==> config.mk <==
export PLATFORM = sky130hd
export DESIGN_NAME = id_ex_stage_buf
export DESIGN_NICKNAME = d
export VERILOG_FILES = /design/src/rtl/id_ex_stage_buf.sv
export SDC_FILE = /design/constraint.sdc
export NUM_CORES = 1
export LEC_CHECK = 0
export ABC_AREA = 1
export BUFFER_PORTS_ARGS = -buffer_cell sky130_fd_sc_hd__buf_4
export CAP_MARGIN = 25
export CORE_UTILIZATION = 35
export CTS_BUF_LIST = sky130_fd_sc_hd__clkbuf_2 sky130_fd_sc_hd__clkbuf_4 sky130_fd_sc_hd__clkbuf_8
export CTS_CLUSTER_DIAMETER = 200
export CTS_CLUSTER_SIZE = 16
export DETAILED_ROUTE_END_ITERATION = 12
export SLEW_MARGIN = 10
export SYNTH_ARGS = -nofsm -noshare
export SYNTH_HDL_FRONTEND = slang
export SYNTH_SLANG_ARGS = --single-unit
==> constraint.sdc <==
create_clock -name clk -period 1.36 [get_ports clk]
set_input_delay 0.136 -clock clk [delete_from_list [all_inputs] [get_ports clk]]
set_output_delay 0.136 -clock clk [all_outputs]
set_load 0.01 [all_outputs]
==> src/rtl/id_ex_stage_buf.sv <==
// id_ex_stage_buf: ID/EX pipeline stage with valid/ready, two-entry skid buffer, flush and writeback bypass
module id_ex_stage_buf #(
  parameter int DATA_W  = 8,
  parameter int REG_AW  = 3,
  parameter int CTRL_W  = 4,
  parameter int X0_ZERO = 1
) (
  input  logic              clk,
  input  logic              rst,
  input  logic              in_valid,
  output logic              in_ready,
  input  logic              regwrite_in,
  input  logic [CTRL_W-1:0] ctrl_in,
  input  logic [DATA_W-1:0] data1_in,
  input  logic [DATA_W-1:0] data2_in,
  input  logic [REG_AW-1:0] rd_in,
  input  logic [REG_AW-1:0] rs1_in,
  input  logic [REG_AW-1:0] rs2_in,
  input  logic              flush,
  input  logic              wb_en,
  input  logic [REG_AW-1:0] wb_rd,
  input  logic [DATA_W-1:0] wb_data,
  output logic              out_valid,
  input  logic              out_ready,
  output logic              regwrite_out,
  output logic [CTRL_W-1:0] ctrl_out,
  output logic [DATA_W-1:0] data1_out,
  output logic [DATA_W-1:0] data2_out,
  output logic [REG_AW-1:0] rd_out,
  output logic [REG_AW-1:0] rs1_out,
  output logic [REG_AW-1:0] rs2_out
);
  typedef struct packed {
    logic              v;
    logic              rw;
    logic [CTRL_W-1:0] ctrl;
    logic [DATA_W-1:0] d1;
    logic [DATA_W-1:0] d2;
    logic [REG_AW-1:0] rd;
    logic [REG_AW-1:0] rs1;
    logic [REG_AW-1:0] rs2;
  } ent_t;
  ent_t m, s, m_n, s_n, in_e;
  logic accept, drain;
  function automatic logic match(input logic [REG_AW-1:0] x);
    return wb_en && (wb_rd == x) && !((X0_ZERO != 0) && (x == '0));
  endfunction
  function automatic ent_t byp(input ent_t e);
    ent_t r;
    r = e;
    r.d1 = (e.v && match(e.rs1)) ? wb_data : e.d1;
    r.d2 = (e.v && match(e.rs2)) ? wb_data : e.d2;
    return r;
  endfunction
  always_comb begin
    accept = in_valid & in_ready;
    drain = m.v & out_ready;
    in_e.v = 1'b1;
    in_e.rw = regwrite_in;
    in_e.ctrl = ctrl_in;
    in_e.d1 = match(rs1_in) ? wb_data : data1_in;
    in_e.d2 = match(rs2_in) ? wb_data : data2_in;
    in_e.rd = rd_in;
    in_e.rs1 = rs1_in;
    in_e.rs2 = rs2_in;
    m_n = m;
    s_n = s;
    if (flush) begin
      m_n = '0;
      s_n = '0;
    end else if (!m.v || drain) begin
      // in_ready is low whenever SKID is full, so SKID->MAIN never races an accept
      m_n = s.v ? byp(s) : (accept ? in_e : '0);
      s_n = '0;
    end else begin
      m_n = byp(m);
      s_n = accept ? in_e : byp(s);
    end
  end
  always_ff @(posedge clk or negedge rst)
    if (!rst) begin
      m <= '0;
      s <= '0;
    end else begin
      m <= m_n;
      s <= s_n;
    end
  assign in_ready = ~s.v;
  assign out_valid = m.v;
  assign regwrite_out = m.rw;
  assign ctrl_out = m.ctrl;
  assign data1_out = m.d1;
  assign data2_out = m.d2;
  assign rd_out = m.rd;
  assign rs1_out = m.rs1;
  assign rs2_out = m.rs2;
endmodule

---- Yosys cells after proc, flatten, opt, wreduce, memory -nomap -nowiden ----
Index checks and enable logic that the tools add are counted.
storage, ports and cells
  bits in registers ....................... 62
  bits of input ports ..................... 47
  word-level logic and storage cells ...... 72
operators by class
  equality and inequality tests ........... 6
  muxes and demuxes ....................... 13
  bitwise operators ....................... 3
  reductions and logical operators ........ 34
operator list
  kind               number
  $mux 31            7
  $mux 8             6
  $eq 3x3->1         6
  $logic_not 3->1    6
  $logic_and 1x1->1  16
  $reduce_bool 3->1  3
  $logic_not 1->1    7
  $and 1x1->1        2
  $reduce_bool 2->1  1
  $logic_or 1x1->1   1
  $not 1->1          1

---- Depth between registers and ports, before layout ----
Gate-level depths: netlist of the first run.
  word-level depth ........................ 8
  mapped depth ............................ 11

---- Least setup slack after synthesis of the first run ----
No wires, ideal clock.
  kind .................................... register -> register
  start ................................... register m, in the netlist out_valid
  end ..................................... register m, in the netlist data1_out[5]
  setup time .............................. 0.116 ns
  data arrival time ....................... 1.300 ns
  data required time ...................... 1.244 ns
  slack ................................... -0.057 ns
  stages on the path, launching flop included .. 12
  path buffers ............................ 2
  period minus slack after synthesis ...... 1.417 ns
  cell sequence ........................... dfrtp_1 inv_1 nor2_4 inv_4 nor2_4 buf_6 nand2_2 inv_4 buf_6 nor2_1 nand2_1 nand2_1
between the ends
  cells in the longest elaborated chain, start to end .. 4
  elaborated cells on any way between the ends .. 7
  those cells by class .................... mux (2); bitwise (1); reduce/logical (4)
ends and longest elaborated chain
  element                                         RTL line  source
  from (decl)                                     43        ent_t m, s, m_n, s_n, in_e;
  from (signal assigned)                          85        m <= m_n;
  $and 1x1->1 or $logic_not 1->1 (tied branches)  57, 71
  $logic_or 1x1->1                                71        end else if (!m.v || drain) begin
  $mux 31                                         71
  $mux 31                                         68        if (flush) begin
Parallel ways exist; a longest one is shown, timed or not. The select of a mux whose other input is x is not followed.
A chain may end at the register's enable or synchronous reset.

---- Worst setup path after layout of the first run ----
  start ................................... register s[3] (netlist bit)
  end ..................................... register m, in the netlist data1_out[5]
between the ends
  cells in the longest elaborated chain, start to end .. 8
  elaborated cells on any way between the ends .. 10
  those cells by class .................... eq/ne (1); mux (4); reduce/logical (5)
ends and longest elaborated chain
  element                                               RTL line  source
  from (decl)                                           43
  from (signal assigned)                                86        s <= s_n;
  $eq 3x3->1 or $logic_not 3->1 (tied branches)         46        return wb_en && (wb_rd == x) && !((X0_ZERO != 0) && (x == '0));
  $logic_and 1x1->1 or $logic_not 1->1 (tied branches)  46
  $logic_and 1x1->1 (*)                                 46
  $logic_and 1x1->1 (*)                                 51        r.d1 = (e.v && match(e.rs1)) ? wb_data : e.d1;
  $mux 8 (*)                                            -
  $mux 31 (*)                                           73        m_n = s.v ? byp(s) : (accept ? in_e : '0);
  $mux 31 (*)                                           71
  $mux 31 (*)                                           68
Mark *: on every way between the ends. The rest lies on a longest branch, timed or not. The select of a mux whose other input is x is not followed.

==> results.py, run 1 <==
metrics = {
    "run_status": {
        "status": "complete, but fails checks",
        "violations": "negative setup slack",
    },
    "clock_tree": {
        "cts.sink_count": 62,
        "clk_latency_ps": 340,
        "clk_pin_slew_worst_paths_ps": 70,
        "cts_max_level": 3,
        "cts_tree": "done",
        "clockRootBuffer": "clkbuf_8",
        "cts_made_buffers": 9,
        "clock_path_buffers": 2,
    },
    "sta": {
        "final_hold_viol_count": 0,
        "period_minus_slack_ps": 1460,
        "setup_viol": 29,
        "rsz0062_at_grt": "true",
        "worst_slew_pin_slew_ps": 338.9,
        "max_freq_mhz": 684.9,
        "setup_slack_ps": -100.2,
        "skew_ps": 8.903,
        "maxSlewHeadroom_pct": 77.41,
        "report.final.slew_viol_count": 0,
        "min_period_over_period_pct": 107.4,
    },
    "setup_path": {
        "r2r_slack_ps": -100,
        "cp.required_ps": 1650,
        "cp_max_fo": 8,
        "cpPeakStageDelay_ps": 430,
        "reg2reg_from": "s[3]$_DFFE_PN0P_",
        "reg2reg_depth": 10,
        "path_delay_family": "simple AND/OR/NAND/NOR gates",
        "criticalPathCategory": "reg2reg",
        "cp-startpoint": "s[3]$_DFFE_PN0P_",
        "slowest_stage": "dfrtp_2",
        "crit_buf_inv": 1,
        "cp_data_arrival_time_ps": 1750,
        "crit_chain": "inv_2, nand2_2, nand2_4, nor2_8, nand3_4, nand2_2, nand3_2, nand3_2, nand2_1, nand2_1",
        "startpoint_type": "flop",
        "r2r-end": "data1_out[5]$_DFFE_PN0P_",
        "end_kind": "flop",
    },
    "synthesis": {
        "ys_types": 30,
        "syn_nets": 573,
        "ys_ff_latch": 62,
        "synth_area_sq_um": 3979,
        "ys_seq_area_share_pct": 38.99,
        "yosys_warnings": 0,
        "synth-main-ff-cell": "dfrtp_1",
        "synthArstFlopShare_pct": 100.0,
        "synth_area_per_cell_sq_um": 7.564,
        "syn_inst": 526,
        "synth-edff-count": 0,
    },
    "hold_path": {
        "min_path_cells": 3,
        "min_to": "s[7]$_DFFE_PN0P_",
        "min-delay-start": "rd_in[1]",
        "holdCritPathClass": "in2reg",
    },
    "pwr": {
        "vdd_ir_drop_max_mv": 0.6350,
        "power.density_nw_per_um2": 852.1,
        "p_leak_nw": 2.821,
    },
    "global_routing": {
        "grt_pass1_vias": 4125,
        "grt_usage_pct": 22.53,
        "grt_pass1_wl_microns": 20150,
        "antenna_found_initial": 0,
        "grt_max_degree": 40,
        "gr-total-overflow": 0,
    },
    "finish": {
        "final_cells": 793,
        "final_cell_mix": "nand2_1 (111), buf_4 (110), dfrtp_1 (58)",
        "layout_commonest_cell": "nand2_1",
        "antennaDiodeCount": 0,
        "nets": 695,
        "syn_to_final_growth_pct": 44.84,
        "drive_above_1_share_pct": 43.64,
        "fin_area_sq_um": 5763,
    },
    "floorplan": {
        "die-area_sq_um": 11800,
        "io_pins": 79,
        "initial_core_util_pct": 36.38,
        "num_rows": 38,
        "core_sq_um": 10940,
        "dieWidth_microns": 108.6,
        "die_h_microns": 108.6,
    },
    "routing": {
        "wl_per_cell_microns": 16.68,
        "route.met3.wl_microns": 925,
        "highest_layer": "met4",
        "drtIter0Drc": 224,
        "wl_met1_microns": 5579,
        "wirelength_microns": 13230,
        "wl_met2_microns": 6337,
        "ant_nets": 0,
        "vias": 4156,
        "drc": 0,
        "first_pass_iters": 5,
        "avgViaCountPerCell": 5.241,
    },
    "place": {
        "dpl.cell_count": 755,
        "gp_congestion": 0.8254,
        "dpl.hpwl_microns": 8763,
        "dpl-instance-area_sq_um": 4913,
        "io_buffer_count": 78,
    },
    "run": {
        "max_cap_violations": 0,
    },
}
==> area by class of cell <==
cell class / count / area [sq um]
Clock inverter: 4 / 70.07
Sequential cell: 62 / 1556
Multi-Input combinational cell: 374 / 2328
Timing Repair Buffer: 130 / 1176
Clock buffer: 12 / 152.6
Inverter: 71 / 304.0
Fill cell: 1039 / 5172
Tap cell: 140 / 175.2
==> where the power goes <==
part,total [mW],switching [mW],internal [mW]
registers,1.96,0.0464,1.91
clock network,1.88,0.762,1.12
logic,1.07,0.615,0.456
total,4.91,1.42,3.49
==> logic make-up (layout without fill, tap and decap cells) <==
family / count (synthesis) / after routing / share of synthesized area, %
buffers and inverters: 93 / 217 / 11.64
xor gates and xnor gates: 1 / 1 / 0.6919
DFF: 62 / 62 / 38.99
AOI/OAI and AO/OA: 79 / 80 / 11.04
and+or+nand+nor: 291 / 293 / 37.64
==> sequential cells by signal (all words and copies together), names as in the netlist <==
register and cells:
rs1_out 3, data1_out 8, regwrite_out 1, rd_out 3
data2_out 8, s 31, rs2_out 3, ctrl_out 4
out_valid 1
==> synthesized netlist by cell type (3+ instances only) <==
cell type | number | share of area [%]
nor2_8 | 4 | 2.0
buf_2 | 3 | 0.38
buf_4 | 4 | 0.75
nand2_1 | 135 | 13
nand2_2 | 20 | 3.1
nand3_4 | 4 | 1.8
nand3_1 | 67 | 8.4
nand2_4 | 4 | 1.1
dfrtp_1 | 62 | 39
buf_6 | 5 | 1.4
nand3_2 | 3 | 0.75
nor2_1 | 18 | 1.7
clkbuf_8 | 4 | 1.4
inv_4 | 3 | 0.47
o21ai_0 | 25 | 3.1
inv_2 | 7 | 0.66
nand4_1 | 32 | 5.0
a21oi_1 | 41 | 5.2
clkbuf_1 | 5 | 0.47
inv_1 | 59 | 5.6
a22o_1 | 8 | 1.8
==> worst max-delay path by stage <==
stage / slack [ps] / cells after the start / endpoint
floorplan: -40 / 11 / data1_out[5]$_DFFE_PN0P_
global placement: -100 / 8 / data1_out[5]$_DFFE_PN0P_
detailed placement: -150 / 8 / data1_out[5]$_DFFE_PN0P_
CTS: -40 / 10 / data1_out[7]$_DFFE_PN0P_
global route: -170 / 10 / data1_out[5]$_DFFE_PN0P_
finish: -100 / 10 / data1_out[5]$_DFFE_PN0P_
==> repair_timing <==
| item | CTS | global route |
|---|---|---|
| hold buffers | 2 | 0 |
| cloned | 3 | 3 |
| resized for setup | 37 | 84 |
| buffers inserted | 8 | 6 |
| hold endpoints to repair | 24 | 0 |
| pin swaps | 13 | 30 |
| setup endpoints to repair | 33 | 62 |
==> worst register-to-register path, cell delays in order, from the launching register on <==
cell and delay [ps]:
dfrtp_2 430, inv_2 60, nand2_2 80, nand2_4 90, nor2_8 170, nand3_4 180, nand2_2 150, nand3_2 70
nand3_2 70, nand2_1 50, nand2_1 50
==> per-layer routing <==
| metal | track usage, % | vias up |
|---|---|---|
| li1 | - | 1983 |
| met1 | 27.72 | 1953 |
| met2 | 37.52 | 181 |
| met3 | 5.081 | 39 |
| met4 | 10.23 | 0 |
| met5 | 0 | - |
==> metrics by stage <==
stage	setup WS, ps	power, mW	utilization (%)	hold WS [ps]	TNS (ps)
finish	-100.2	4.911	52.70	65.11	-1274
global route	-168.4	5.118	52.70	52.50	-4176
CTS	-38.86	4.847	49.15	51.22	-582.0
detailed placement	-148.1	2.917	44.93	64.28	-1972
global placement	-99.91	2.908	44.93	59.77	-741.0
floorplan	-36.68	2.468	-	-159.6	-73.36
Note: power is estimated with default switching activity, not from simulation.
==> run 2: changes to the inputs <==
--- a/config.mk
+++ b/config.mk
@@ -6,13 +6,15 @@
 export NUM_CORES = 1
 export LEC_CHECK = 0
 export ABC_AREA = 1
-export BUFFER_PORTS_ARGS = -buffer_cell sky130_fd_sc_hd__buf_4
+export ABC_CLOCK_PERIOD_IN_PS = 1360
 export CAP_MARGIN = 25
-export CORE_UTILIZATION = 35
+export CORE_UTILIZATION = 60
 export CTS_BUF_LIST = sky130_fd_sc_hd__clkbuf_2 sky130_fd_sc_hd__clkbuf_4 sky130_fd_sc_hd__clkbuf_8
 export CTS_CLUSTER_DIAMETER = 200
 export CTS_CLUSTER_SIZE = 16
 export DETAILED_ROUTE_END_ITERATION = 12
+export DONT_BUFFER_PORTS = 1
+export PLACE_DENSITY = 0.79
 export SLEW_MARGIN = 10
 export SYNTH_ARGS = -nofsm -noshare
 export SYNTH_HDL_FRONTEND = slang
==> run 2 against run 1 <==
  * The run ends with negative hold slack, negative setup slack left
  * Sequential cell count is the same
  * Combinational power fell by 23%
  * Largest cell class unchanged
  * Core utilization rose by 30 points
  * Register-to-register slack worse by 120 ps
  * Fmax decreased by 7.9%
  * Global-route usage is 14 points higher
  * Critical path depth unchanged
==> results.py, run 2 (synthesis results as in run 1) <==
metrics = {
    "sta": {
        "period_minus_slack_ps": 1585,
        "holdWs_ps": -539.8,
        "setup_viol": 58,
        "skew_ps": 6.483,
        "final_hold_viol_count": 62,
        "max_freq_mhz": 631.1,
        "maxSlewHeadroom_pct": 78.49,
        "min_period_over_period_pct": 116.5,
        "report.final.slew_viol_count": 0,
        "worst_slew_pin_slew_ps": 319.2,
        "rsz0062_at_grt": "true",
        "setup_slack_ps": -224.7,
    },
    "routing": {
        "drtIter0Drc": 479,
        "highest_layer": "met4",
        "route.met3.wl_microns": 1416,
        "avgViaCountPerCell": 6.595,
        "wl_met1_microns": 5050,
        "wl_per_cell_microns": 21.84,
        "drc": 0,
        "wirelength_microns": 14660,
        "first_pass_iters": 6,
        "wl_met2_microns": 7153,
        "vias": 4425,
        "ant_nets": 0,
    },
    "pwr": {
        "intPower_mw": 3.517,
        "vdd_ir_drop_max_mv": 0.8482,
        "swShare_pct": 28.59,
        "finalPower_mw": 4.925,
        "p_switching_mw": 1.408,
        "power.density_nw_per_um2": 932.0,
        "combPwrFrac_pct": 16.7,
        "clkPwrFrac_pct": 42.9,
        "p_leak_nw": 2.505,
        "seq_power_share_pct": 40.4,
    },
    "floorplan": {
        "dieWidth_microns": 83.44,
        "initial_core_util_pct": 62.30,
        "core_sq_um": 6386,
        "die_h_microns": 83.44,
        "io_pins": 79,
        "die-area_sq_um": 6961,
        "num_rows": 29,
    },
    "place": {
        "dpl.cell_count": 610,
        "io_buffer_count": 0,
        "pre_cts_ws_ps": -137.6,
        "dpl.hpwl_microns": 7465,
        "gp_congestion": 0.9113,
    },
    "clock_tree": {
        "cts_made_buffers": 9,
        "clockRootBuffer": "clkbuf_8",
        "clk_latency_ps": 370,
        "clock_path_buffers": 2,
        "clk_pin_slew_worst_paths_ps": 70,
        "cts_max_level": 3,
        "cts.sink_count": 62,
        "cts_hold_buf": 16,
        "cts_tree": "done",
    },
    "global_routing": {
        "antenna_found_initial": 0,
        "grt_pass1_wl_microns": 19670,
        "grt_max_degree": 63,
        "grt_usage_pct": 36.05,
        "grt_pass1_vias": 4103,
        "gr-total-overflow": 0,
    },
    "finish": {
        "nets": 636,
        "layout_commonest_cell": "nand2_1",
        "antennaDiodeCount": 0,
        "nFillCells": 349,
        "largest_reg_flops": 31,
        "drive_above_1_share_pct": 35.02,
        "final_util_pct": 82.74,
        "syn_to_final_growth_pct": 32.80,
        "final_cell_mix": "nand2_1 (119), dfrtp_1 (58), inv_1 (55)",
        "final_cells": 671,
        "regMostFlops": "s",
    },
    "hold_path": {
        "holdCritPathClass": "in2async",
    },
    "setup_path": {
        "criticalPathCategory": "reg2reg",
        "reg2reg_from": "s[4]$_DFFE_PN0P_",
        "cpPeakStageDelay_ps": 450,
        "cp_data_arrival_time_ps": 1890,
        "cp.required_ps": 1670,
        "crit_chain": "inv_2, nand2_2, nand2_4, nor2_8, nand3_4, nand2_2, nand3_1, nand3_1, nand2_1, nand2_1",
        "end_kind": "flop",
        "cp-startpoint": "s[4]$_DFFE_PN0P_",
        "startpoint_type": "flop",
        "slowest_stage": "dfrtp_1",
        "cp_max_fo": 8,
        "r2r_slack_ps": -220,
    },
    "run_status": {
        "status": "complete, but fails checks",
        "violations": "negative hold slack, negative setup slack",
    },
    "run": {
        "max_cap_violations": 0,
    },
}
==> run 2: cell count changes in the layout (fill, tap and decap cells not counted), sizes merged <==
cell,previous run,this run
a21oi,43,42
buf,125,54
bufinv,2,3
clkbuf,15,12
clkinvlp,0,1
dlygate4sd3,2,16
inv,70,69
xnor2,1,2
==> run 2: repair_timing <==
item	in CTS	in global routing
gates resized for setup	24	94
gates cloned	2	2
setup buffers	6	19
setup endpoints to repair	37	58
hold endpoints to repair	78	62
pin swaps	13	33
==> run 2: final timing paths <==
kind | cells after the start | to
max reg2reg | 10 | data1_out[4]$_DFFE_PN0P_
min | 0 | s[16]$_DFF_PN0_
min in group clk | 4 | s[22]$_DFF_PN0_
max | 10 | data1_out[4]$_DFFE_PN0P_
max in group asynchronous | 0 | s[1]$_DFFE_PN0P_
min reg2reg | 2 | data2_out[1]$_DFFE_PN0P_
==> run 2: final cells by class <==
| cell class | instances | area [sq um] | share of cell area, % |
|---|---|---|---|
| clock inverter | 5 | 106.4 | 2.013 |
| multi-input combinational | 374 | 2359 | 44.64 |
| timing repair buffer | 71 | 721.9 | 13.66 |
| sequential | 62 | 1556 | 29.46 |
| inverter | 71 | 299.0 | 5.659 |
| clock buffer | 11 | 145.1 | 2.747 |
| tap | 77 | 96.34 | 1.823 |
==> run 2: metrics by stage <==
stage / hold WS [ps] / cell area, sq um / setup TNS (ps)
floorplan: -159.6 / 3984 / -73.36
global placement: -157.8 / 4182 / -834.7
detailed placement: -158.0 / 4182 / -1297
CTS: -533.2 / 4766 / -988.0
global route: -547.5 / 5284 / -8673
finish: -539.8 / 5284 / -5054
==> run 2: power groups by stage <==
stage / Combinational [mW] / Clock, mW / Sequential, mW
2_1_floorplan: 0.454 / 0 / 2.01
3_3_place_gp: 0.598 / 0 / 2.02
3_5_place_dp: 0.608 / 0 / 2.02
4_1_cts: 0.680 / 2.06 / 1.99
5_1_grt: 0.870 / 2.17 / 2.00
6_report: 0.824 / 2.11 / 1.99
==> run 2: metal layers <==
| metal | vias to the layer above | global-route usage [%] |
|---|---|---|
| li1 | 1868 | - |
| met4 | 0 | 22.19 |
| met3 | 100 | 9.642 |
| met2 | 348 | 59.39 |
| met1 | 2109 | 41.90 |
| met5 | - | 0 |
==> run 2: critical path, delay by kind of cell, from the launching register on <==
kind          cells  cell delay, ps
buf+inv           1              70
flops             1             450
simple gates      9            1000
